==> config.mk <==
export PLATFORM = sky130hd
export DESIGN_NAME = shift_lane_arbiter
export DESIGN_NICKNAME = d
export VERILOG_FILES = /design/src/rtl/shift_lane_arbiter.sv
export SDC_FILE = /design/constraint.sdc
export NUM_CORES = 1
export LEC_CHECK = 0
export CAP_MARGIN = 20
export CORE_MARGIN = 5
export CORE_UTILIZATION = 38
export DETAILED_ROUTE_END_ITERATION = 6
export PLACE_DENSITY = 0.82
export SLEW_MARGIN = 10
export SYNTH_ARGS = -nofsm -noshare
export SYNTH_HDL_FRONTEND = slang
export SYNTH_SLANG_ARGS = --single-unit
==> constraint.sdc <==
create_clock -name clk -period 1.2 [get_ports clk]
set_input_delay 0.36 -clock clk [delete_from_list [all_inputs] [get_ports clk]]
set_output_delay 0.36 -clock clk [all_outputs]
set_load 0.005 [all_outputs]
==> src/rtl/shift_lane_arbiter.sv <==
// shift_lane_arbiter: round-robin owner of one serial shift lane shared by two
// parallel-word requesters. A granted word is shifted out MSB-first with
// first/last strobes, followed by a fixed idle gap before the next grant.
module shift_lane_arbiter #(
    parameter int WIDTH = 4,
    parameter int GAP   = 1
) (
    input  logic             clk,
    input  logic             rst,
    input  logic [WIDTH-1:0] in0_data,
    input  logic             in0_valid,
    output logic             in0_ready,
    input  logic [WIDTH-1:0] in1_data,
    input  logic             in1_valid,
    output logic             in1_ready,
    output logic             ser_out,
    output logic             ser_valid,
    output logic             ser_first,
    output logic             ser_last,
    output logic             grant_id,
    output logic             busy
);
    localparam int CW = ($clog2(WIDTH) > 1) ? $clog2(WIDTH) : 1;
    localparam int GW = ($clog2(GAP + 1) > 1) ? $clog2(GAP + 1) : 1;
    localparam logic [CW-1:0] CNT_LAST = CW'(WIDTH - 1);
    localparam logic [GW-1:0] GAP_LAST = GW'((GAP > 0) ? GAP - 1 : 0);

    typedef enum logic [1:0] {S_IDLE, S_SHIFT, S_GAP} state_t;

    state_t           state_q, state_d;
    logic [WIDTH-1:0] sr_q, sr_d;
    logic [CW-1:0]    cnt_q, cnt_d;
    logic [GW-1:0]    gcnt_q, gcnt_d;
    logic             prio_q, prio_d;
    logic             grant_q, grant_d;
    logic             idle, shifting, req_any, win;

    // Arbitration: a tie goes to prio, otherwise the sole requester wins.
    always_comb begin
        idle      = (state_q == S_IDLE);
        shifting  = (state_q == S_SHIFT);
        req_any   = in0_valid | in1_valid;
        win       = (in0_valid && in1_valid) ? prio_q : in1_valid;
        in0_ready = idle && in0_valid && !win;
        in1_ready = idle && in1_valid && win;
    end

    // Next-state logic: load on handshake, shift WIDTH bits, then idle gap.
    always_comb begin
        state_d = state_q;
        sr_d    = sr_q;
        cnt_d   = cnt_q;
        gcnt_d  = gcnt_q;
        prio_d  = prio_q;
        grant_d = grant_q;
        case (state_q)
            S_IDLE: begin
                if (req_any) begin
                    sr_d    = win ? in1_data : in0_data;
                    grant_d = win;
                    prio_d  = !win;
                    cnt_d   = '0;
                    state_d = S_SHIFT;
                end
            end
            S_SHIFT: begin
                sr_d  = {sr_q[WIDTH-2:0], 1'b0};
                cnt_d = cnt_q + 1'b1;
                if (cnt_q == CNT_LAST) begin
                    if (GAP > 0) begin
                        state_d = S_GAP;
                        gcnt_d  = '0;
                    end else begin
                        state_d = S_IDLE;
                    end
                end
            end
            S_GAP: begin
                gcnt_d = gcnt_q + 1'b1;
                if (gcnt_q == GAP_LAST) state_d = S_IDLE;
            end
            default: state_d = S_IDLE;
        endcase
    end

    // State registers; reset wins over a same-cycle handshake and aborts a frame.
    always_ff @(posedge clk) begin
        if (rst) begin
            state_q <= S_IDLE;
            sr_q    <= '0;
            cnt_q   <= '0;
            gcnt_q  <= '0;
            prio_q  <= 1'b0;
            grant_q <= 1'b0;
        end else begin
            state_q <= state_d;
            sr_q    <= sr_d;
            cnt_q   <= cnt_d;
            gcnt_q  <= gcnt_d;
            prio_q  <= prio_d;
            grant_q <= grant_d;
        end
    end

    // Serial strobes are only live while shifting.
    always_comb begin
        ser_out   = shifting && sr_q[WIDTH-1];
        ser_valid = shifting;
        ser_first = shifting && (cnt_q == '0);
        ser_last  = shifting && (cnt_q == CNT_LAST);
        grant_id  = grant_q;
        busy      = !idle;
    end
endmodule

After elaboration in Yosys (flattened, before gate mapping)
Index checks and enable logic that the tools add are counted.

Output and inout port bits: 8. Word-level logic and storage cells: 45. RAM bits: 0. Bits in registers: 11. Input port bits: 12. Bits in latches: 0. Memories: 0. ROM bits: 0.

Multipliers: 0. Shift-type cells: 0. Equal/unequal tests: 6. Muxes and demuxes: 12. Add/subtract/negate cells: 2. Reduce and logical (&&, ||, !) cells: 18. Order comparisons: 0. Bitwise logic cells: 1. Div/mod/pow operators: 0.

Operators with widths (count): $logic_and 1x1->1 (8); $mux 2 (4); $mux 4 (2); $pmux 4 s2 (1); $pmux 2 s3 (1); $reduce_and 2->1 (3); $eq 2x2->1 const B (2); $logic_not 2->1 (2); $ne 2x1->1 const B (2); $pmux 2 s2 (1); $reduce_bool 2->1 (2); $reduce_and 3->1 (1); $add 2x1->2 const B (1); $eq 2x1->1 const B (1); $logic_not 1->1 (2); $mux 1 (2); $ne 2x2->1 const B (1); $pmux 1 s2 (1); $add 1x1->1 const B (1); $or 1x1->1 (1).

Longest topological paths before layout
Gate-level depths: netlist of the first run.

Depth in word-level cells: 5. Gate-level depth with buffers: 5. Depth with buffers taken out: 4.

Worst setup path after synthesis of the first run
Ideal clock, no wire load.

Kind: register to output. Start: register state_q[0]. End: output port ser_first. Setup slack: 0.013 ns. Required time: 0.840 ns. Cell stages (with the launch flop): 4. Data arrival time: 0.827 ns. Buffers on the path: 1. Path through: dfxtp_1 > nor2b_2 > buf_6 > and2_1.

Word-level cells in the longest chain between the ends: 2.

Ends and longest elaborated chain: start: declaration (line 30) `state_t state_q, state_d;`; start signal: assignment (line 96) `state_q <= state_d;`; $eq 2x1->1 (line 41) `shifting = (state_q == S_SHIFT);`; via ser_valid (line 17) `output logic ser_valid,`; $logic_and 1x1->1 (line 109) `ser_first = shifting && (cnt_q == '0);`; end: declaration (line 18) `output logic ser_first,`.

The timed path passes the listed nets, and every way through them passes these cells.

Final worst setup path of the first run
Start: register state_q[1]. End: output port in0_ready.

Word-level cells in the longest chain between the ends: 3.

Ends and longest elaborated chain: $logic_not 2->1 (line 40) `idle = (state_q == S_IDLE);`; $logic_and 1x1->1 (2 in a row) (line 44) `in0_ready = idle && in0_valid && !win;`; end: declaration (line 12) `output logic in0_ready,`.

No other way between the ends.

==> metrics.md, run 1 <==
| Metric | Value |
|---|---|
| CTS clk-pin slew, worst paths | `0.07 ns` |
| Synth Flop Type | `dfxtp_1` |
| GRT Residual Overflow | `0` |
| CTS buffer count | `3` |
| ANT nets after route | `0` |
| Max-Cap Viols | `0` |
| Seq cells post-synth | `11` |
| Post-route cell area | `1159 µm²` |
| Die area | `2385 µm²` |
| Outcome | `finished, violations left` |
| Layout area overhead | `102.2%` |
| Total Nets Final | `127` |
| Ys Warns | `0` |
| Fin crit share | `1.266` |
| Ys async rst share | `0` |
| Fmax | `0.6582 GHz` |
| Total GRT Usage | `0.1608` |
| R2R depth | `9` |
| Worst-margin pin slew | `0.2169 ns` |
| # port buffers | `19` |
| CTS tree | `built` |
| Initial antenna violation count | `0` |
| Ant. Diodes | `0` |
| Vias | `668` |
| Vias in the first global route | `640` |
| Data required, critical path | `0.84 ns` |
| Placed cell areas | `880.8 µm²` |
| Leakage power | `0.5151 nW` |
| Max FO, Critical Path | `3` |
| Hpwl dp | `1.209 mm` |
| Synth cell types | `29` |
| Startpoint Class | `flip-flop` |
| Largest net degree at the start of global routing | `9` |
| Routed length per placed instance | `16.01 µm` |
| Clock Tree Buf Depth | `2` |
| Clock Skew | `0.0004577 ns` |
| Layout cells sized above 1 | `0.6161` |
| Power Density | `851.6 nW/µm²` |
| Core area | `1471 µm²` |
| Crit end category | `output port` |
| Endpoints failing setup | `17` |
| Syn_area_per_cell | `8.954 µm²` |
| CP startpoint | `state_q[1]$_SDFFE_PP0P_` |
| DRC violations left | `0` |
| Fill cells | `89` |
| CTS Sinks | `11` |
| Post-synth EDFFs | `0` |
| Fin crit period | `1.519 ns` |
| DIE WIDTH | `48.84 µm` |
| Hold Crit Depth | `2` |
| Non-filler cells, final | `128` |
| Max_slew headroom | `0.8549` |
| FF-to-FF End | `sr_q[0]$_SDFFE_PP0P_` |
| Post-route setup TNS | `-3.234 ns` |
| Router iterations before antenna repair | `4` |
| Final worst slack | `-0.3193 ns` |
| Post-Syn Instances | `64` |
| Data arrival, critical path | `1.16 ns` |
| Initial Util | `0.3895` |
| Failing checks | `negative setup slack` |
| Crit path kind | `flip-flop to output port` |
| Worst hold path endpoint | `grant_id$_SDFFE_PP0P_` |
| Reg-to-Reg Start | `state_q[1]$_SDFFE_PP0P_` |
| Final Max Slew Viols | `0` |
| Cell Area, Synth | `573.1 µm²` |
| Final Hold Fails | `0` |
| Vias per cell | `5.219` |
| WHS | `0.4859 ns` |
| Post-placement cell count | `112` |
| FP Rows | `14` |
| Number of top-level pins | `20` |
| Post-synthesis sequential area ratio | `0.3843` |
| DIE HEIGHT | `48.84 µm` |
| DP Worst Slack | `-0.8912 ns` |
| Worst min path class | `flip-flop to flip-flop` |
| RSZ-0062 raised after global routing | `yes` |
| Power, Total | `0.9867 mW` |
| Worst reg2reg setup slack | `-0.25 ns` |
| WL final | `2.049 mm` |
| H-tree Lvls | `1` |
| CTS root buf | `clkbuf_4` |
| Latest clock arrival within the worst-skew pair | `0.27 ns` |
| RD Place Congestion | `0.7592` |
| Final Core Density | `0.7874` |
| DR iter-0 viols | `10` |
| Syn Nets | `78` |
| First-pass GRT wire length | `2.967 mm` |
| VDD IR-drop max | `0.5048 mV` |
| Min-Delay Startpoint | `grant_id$_SDFFE_PP0P_` |
layout make-up:
cell class                      count  area (µm²)  area share
Timing Repair Buffer               46       436.7      0.3769
Sequential cell                    11       235.2      0.2030
Tap cell                           16       20.02     0.01728
Multi-Input combinational cell     46       421.7      0.3639
Inverter                            5       18.77     0.01620
Clock buffer                        4       26.28     0.02268
logic make-up (layout without fill, tap and decap cells):
kind of cell,after synthesis,in the layout,share of synthesized area
and+or+nand+nor,26,26,0.2446
muxes,4,4,0.06987
AOI/OAI and AO/OA,14,14,0.1987
buffers and inverters,7,55,0.05893
DFF,11,11,0.3843
adders and majority gates,2,2,0.04366
registers in the layout, summed over array words and instances, names as in the netlist:
| register | cells |
|---|---|
| gcnt_q | 1 |
| grant_id | 1 |
| cnt_q | 2 |
| state_q | 2 |
| prio_q | 1 |
| sr_q | 4 |
cell usage in the layout, fill, tap and decap left out, drive strengths merged, types with 2 or more instances in the layout:
cell type      instances
mux2i                  4
ha                     2
a21oi                  2
inv                    5
dlygate4sd2            2
nor2                  13
clkdlybuf4s50          9
clkbuf                 4
nor3                   2
a32o                   2
and2                   3
or2                    2
dfxtp                 11
a22oi                  2
buf                   34
o21ai                  2
routing by layer:
metal / track usage / up-vias / routed length, µm
li1: - / 320 / -
met1: 0.1798 / 323 / 875
met2: 0.2717 / 18 / 1027
met3: 0.05810 / 7 / 103
met4: 0.06726 / 0 / 42
met5: 0 / - / 0
Yosys cell counts (2+ instances only):
cell / count / area [µm²]
nor2_1: 12 / 45.04
dfxtp_1: 11 / 220.2
inv_1: 4 / 15.01
mux2i_1: 4 / 40.04
and2_1: 3 / 18.77
a21oi_1: 2 / 10.01
a22oi_1: 2 / 15.01
a32o_1: 2 / 20.02
ha_1: 2 / 25.02
nor3_1: 2 / 10.01
or2_1: 2 / 12.51
what timing repair did:
action                                  CTS  global route
resized for setup                        79             9
pin swaps                                16             9
setup buffers                             8             5
endpoints found under the setup margin   16            17
hold buffers                              0             0
how the worst max path moves through the flow:
stage / end / slack (ns) / cells past startpoint
finish: in0_ready / -0.32 / 4
global route: in0_ready / -0.37 / 4
CTS: in0_ready / -0.29 / 4
floorplan: ser_first / 0.01 / 3
global placement: in0_ready / -0.83 / 5
detailed placement: in0_ready / -0.89 / 5
worst max-delay path, stage by stage (launching register included):
cell	delay, ns
dfxtp_4	0.36
buf_6	0.12
nor2_4	0.11
and3_4	0.20
buf_6	0.09
power by group:
part           internal (mW)  switching [mW]
Combinational          0.191           0.126
Sequential             0.387          0.0209
Clock                  0.129           0.133
Total                  0.707           0.279
(Power assumes the default switching activity.)
==> run 2: changes to the inputs <==
- ABC_AREA: unset -> 1
- CORE_UTILIZATION: 38 -> 39
==> metrics.md, run 2 <==
| Metric | Value |
|---|---|
| Outcome | `finished, violations left` |
| Failing checks | `negative setup slack` |
| Initial antenna violation count | `0 (unchanged)` |
| VDD IR-drop max | `0.9792 mV (+94%)` |
| RD Place Congestion | `0.7947 (+4.7%)` |
| CP max stage cell | `dfxtp_4` |
| # port buffers | `19 (unchanged)` |
| CTS tree | `built` |
| Top reg by flops | `sr_q` |
| Proportion of netlist area held by the largest area contributor | `0.3465 (-0.03782)` |
| FP Rows | `14 (unchanged)` |
| R2R depth | `9 (unchanged)` |
| Commonest non-fill, non-tap cell in the layout | `buf_4` |
| Fill cells | `127 (+43%)` |
| Count leader, synth | `inv_1` |
| Final Core Density | `0.7159 (-0.07149)` |
| Clock Skew | `0.002351 ns (+0.001894 ns)` |
| Syn Nets | `112 (+44%)` |
| DR iter-0 viols | `18 (+8)` |
| Min-Delay Startpoint | `grant_id$_SDFFE_PP0P_` |
| Data arrival, critical path | `1.06 ns (-0.10 ns)` |
| Worst-margin pin slew | `0.2088 ns (-0.008127 ns)` |
| DIE HEIGHT | `50.37 µm (+3.1%)` |
| Post-synthesis sequential area ratio | `0.3465 (-0.03782)` |
| RSZ-0062 raised after global routing | `yes` |
| First-pass GRT wire length | `3.201 mm (+7.9%)` |
| Worst min path class | `flip-flop to flip-flop` |
| Crit end category | `output port` |
| Vias in the first global route | `759 (+19%)` |
| H-tree Lvls | `1 (unchanged)` |
| Synth cell types | `15 (-48%)` |
| Slowest cell delay on critical path | `0.37 ns (about the same)` |
| CTS buffer count | `3 (unchanged)` |
| Clock Tree Buf Depth | `2 (unchanged)` |
| Ys Warns | `0 (unchanged)` |
| Total Nets Final | `156 (+23%)` |
| Core area | `1524 µm² (+3.6%)` |
| Largest register FFs | `4 (unchanged)` |
| Power Density | `887.7 nW/µm² (+4.2%)` |
| Ant. Diodes | `0 (unchanged)` |
| Total GRT Usage | `0.1650 (+0.004179)` |
| Post-synth EDFFs | `0 (unchanged)` |
| Hpwl dp | `1.428 mm (+18%)` |
| Latest clock arrival within the worst-skew pair | `0.28 ns (about the same)` |
| Crit path kind | `flip-flop to output port` |
| Reg-to-Reg Start | `state_q[1]$_SDFFE_PP0P_` |
| Vias per cell | `4.885 (-6.4%)` |
| Cell Chain, Critical Path | `inv_2 > nand2_4 > dlygate4sd2_1` |
| Initial Util | `0.4171 (+0.02762)` |
| Die area | `2537 µm² (+6.4%)` |
| Routed length per placed instance | `12.34 µm (-23%)` |
| Ys async rst share | `0 (unchanged)` |
| Max_slew headroom | `0.8600 (+0.005048)` |
| Hold Crit Depth | `2 (unchanged)` |
| Post-placement cell count | `150 (+34%)` |
| ANT nets after route | `0 (unchanged)` |
| Non-filler cells, final | `157 (+23%)` |
| WL final | `1.937 mm (-5.5%)` |
| Syn_area_per_cell | `6.486 µm² (-28%)` |
| GRT Residual Overflow | `0 (unchanged)` |
| Max FO, Critical Path | `5 (+2)` |
| WHS | `0.4548 ns (-0.03107 ns)` |
| Post-route cell area | `1091 µm² (-5.8%)` |
| Synth Flop Type | `dfxtp_1` |
| Number of top-level pins | `20 (unchanged)` |
| CTS root buf | `clkbuf_4` |
| Commonest non-fill, non-tap cells in the layout | `23 x buf_4, 16 x nand2_1, 13 x inv_1` |
| Fmax | `0.7044 GHz (+7.0%)` |
| Post-Syn Instances | `98 (+53%)` |
| Layout cells sized above 1 | `0.4539 (-0.1622)` |
| Fin crit share | `1.183 (-0.08300)` |
| Final worst slack | `-0.2197 ns (+0.09960 ns)` |
| Max-Cap Viols | `0 (unchanged)` |
| Startpoint Class | `flip-flop` |
| Seq cells post-synth | `11 (unchanged)` |
| CTS Sinks | `11 (unchanged)` |
| CTS clk-pin slew, worst paths | `0.07 ns (about the same)` |
| Largest registers | `sr_q x4, cnt_q x2, state_q x2` |
| Cell Area, Synth | `635.6 µm² (+11%)` |
| Data required, critical path | `0.84 ns (about the same)` |
| Placed cell areas | `969.7 µm² (+10%)` |
| DIE WIDTH | `50.37 µm (+3.1%)` |
| Vias | `767 (+15%)` |
| Largest area contributor in the netlist | `dfxtp_1` |
| Leakage power | `0.5292 nW (+2.7%)` |
| Buffers & Inverters on Critical Path | `2 (unchanged)` |
| Router iterations before antenna repair | `4 (unchanged)` |
| Most instantiated cells after synthesis | `21 x inv_1, 18 x nand2_1, 15 x nor2_1` |
| CP startpoint | `state_q[0]$_SDFFE_PP0P_` |
| Fin crit period | `1.420 ns (-0.09960 ns)` |
| Layout area overhead | `71.65%` |
| Endpoints failing setup | `7 (-10)` |
| CP top delay family | `flip-flops` |
| DRC violations left | `0 (unchanged)` |
| Largest net degree at the start of global routing | `9 (unchanged)` |
| Final Max Slew Viols | `0 (unchanged)` |
| Largest cells by area after synthesis | `dfxtp_1 35%, inv_1 12%, nand2_1 11%` |
| Cts hold-fix bufs | `0 (unchanged)` |
| Worst path depth | `3 (-1)` |
| Final Hold Fails | `0 (unchanged)` |
run 2: area by class of cell:
class	instances	area (µm²)	area share
multi-input cells	62	397.9	0.3647
repair buffers	42	321.6	0.2947
flip-flops and latches	11	235.2	0.2156
inverters	22	90.09	0.08257
clock buffers	4	26.28	0.02408
well taps	16	20.02	0.01835
run 2: path summary, 6_finish.rpt:
kind | endpoint | slack, ns
max | busy | -0.22
max reg2reg | sr_q[2]$_SDFFE_PP0P_ | 0.03
min reg2reg | grant_id$_SDFFE_PP0P_ | 0.45
min | grant_id$_SDFFE_PP0P_ | 0.45
run 2: worst min-delay path, delay by kind of cell (launching register included):
kind	cells	cell delay [ns]
AOI/OAI and AO/OA	1	0.05
and+or+nand+nor	1	0.05
DFF	1	0.32
run 2: routing by layer:
layer	part of all wire	up-vias	routed length, µm	global-route usage
met5	0	-	0	0
met4	0.032	0	62	0.08085
met3	0.044	11	86	0.06805
met2	0.51	17	991	0.2929
met1	0.41	350	798	0.1637
li1	-	389	-	-
run 2: repair_timing:
| action | in CTS | in global routing |
|---|---|---|
| pin swaps | 9 | 4 |
| buffers inserted | 4 | 1 |
| resized for setup | 59 | 15 |
| endpoints found under the setup margin | 17 | 12 |
run 2: cell families after synthesis:
logic type,count (synthesis),synth area share
flip-flops,11,0.3465
buffers and inverters,25,0.1713
AND/OR/NAND/NOR,47,0.3268
AO/OA/AOI/OAI,13,0.1161
adder cells (fa/ha/maj),2,0.03936
run 2: where the power goes:
part | leakage, nW | internal, mW | switching, mW
combinational | 0.421 | 0.157 | 0.141
sequential | 0.0935 | 0.388 | 0.0199
clock | 0.0150 | 0.129 | 0.133
total | 0.529 | 0.674 | 0.294
run 2: metrics by stage:
step | setup TNS (ns) | power, mW | setup slack [ns]
after CTS | -1.346 | 0.9495 | -0.2257
after global routing | -1.825 | 1.031 | -0.2674
after global placement | -6.068 | 0.6653 | -0.8241
after floorplan | 0 | 0.5304 | 0.03384
final | -1.301 | 0.9685 | -0.2197
after detailed placement | -6.665 | 0.6763 | -0.8674
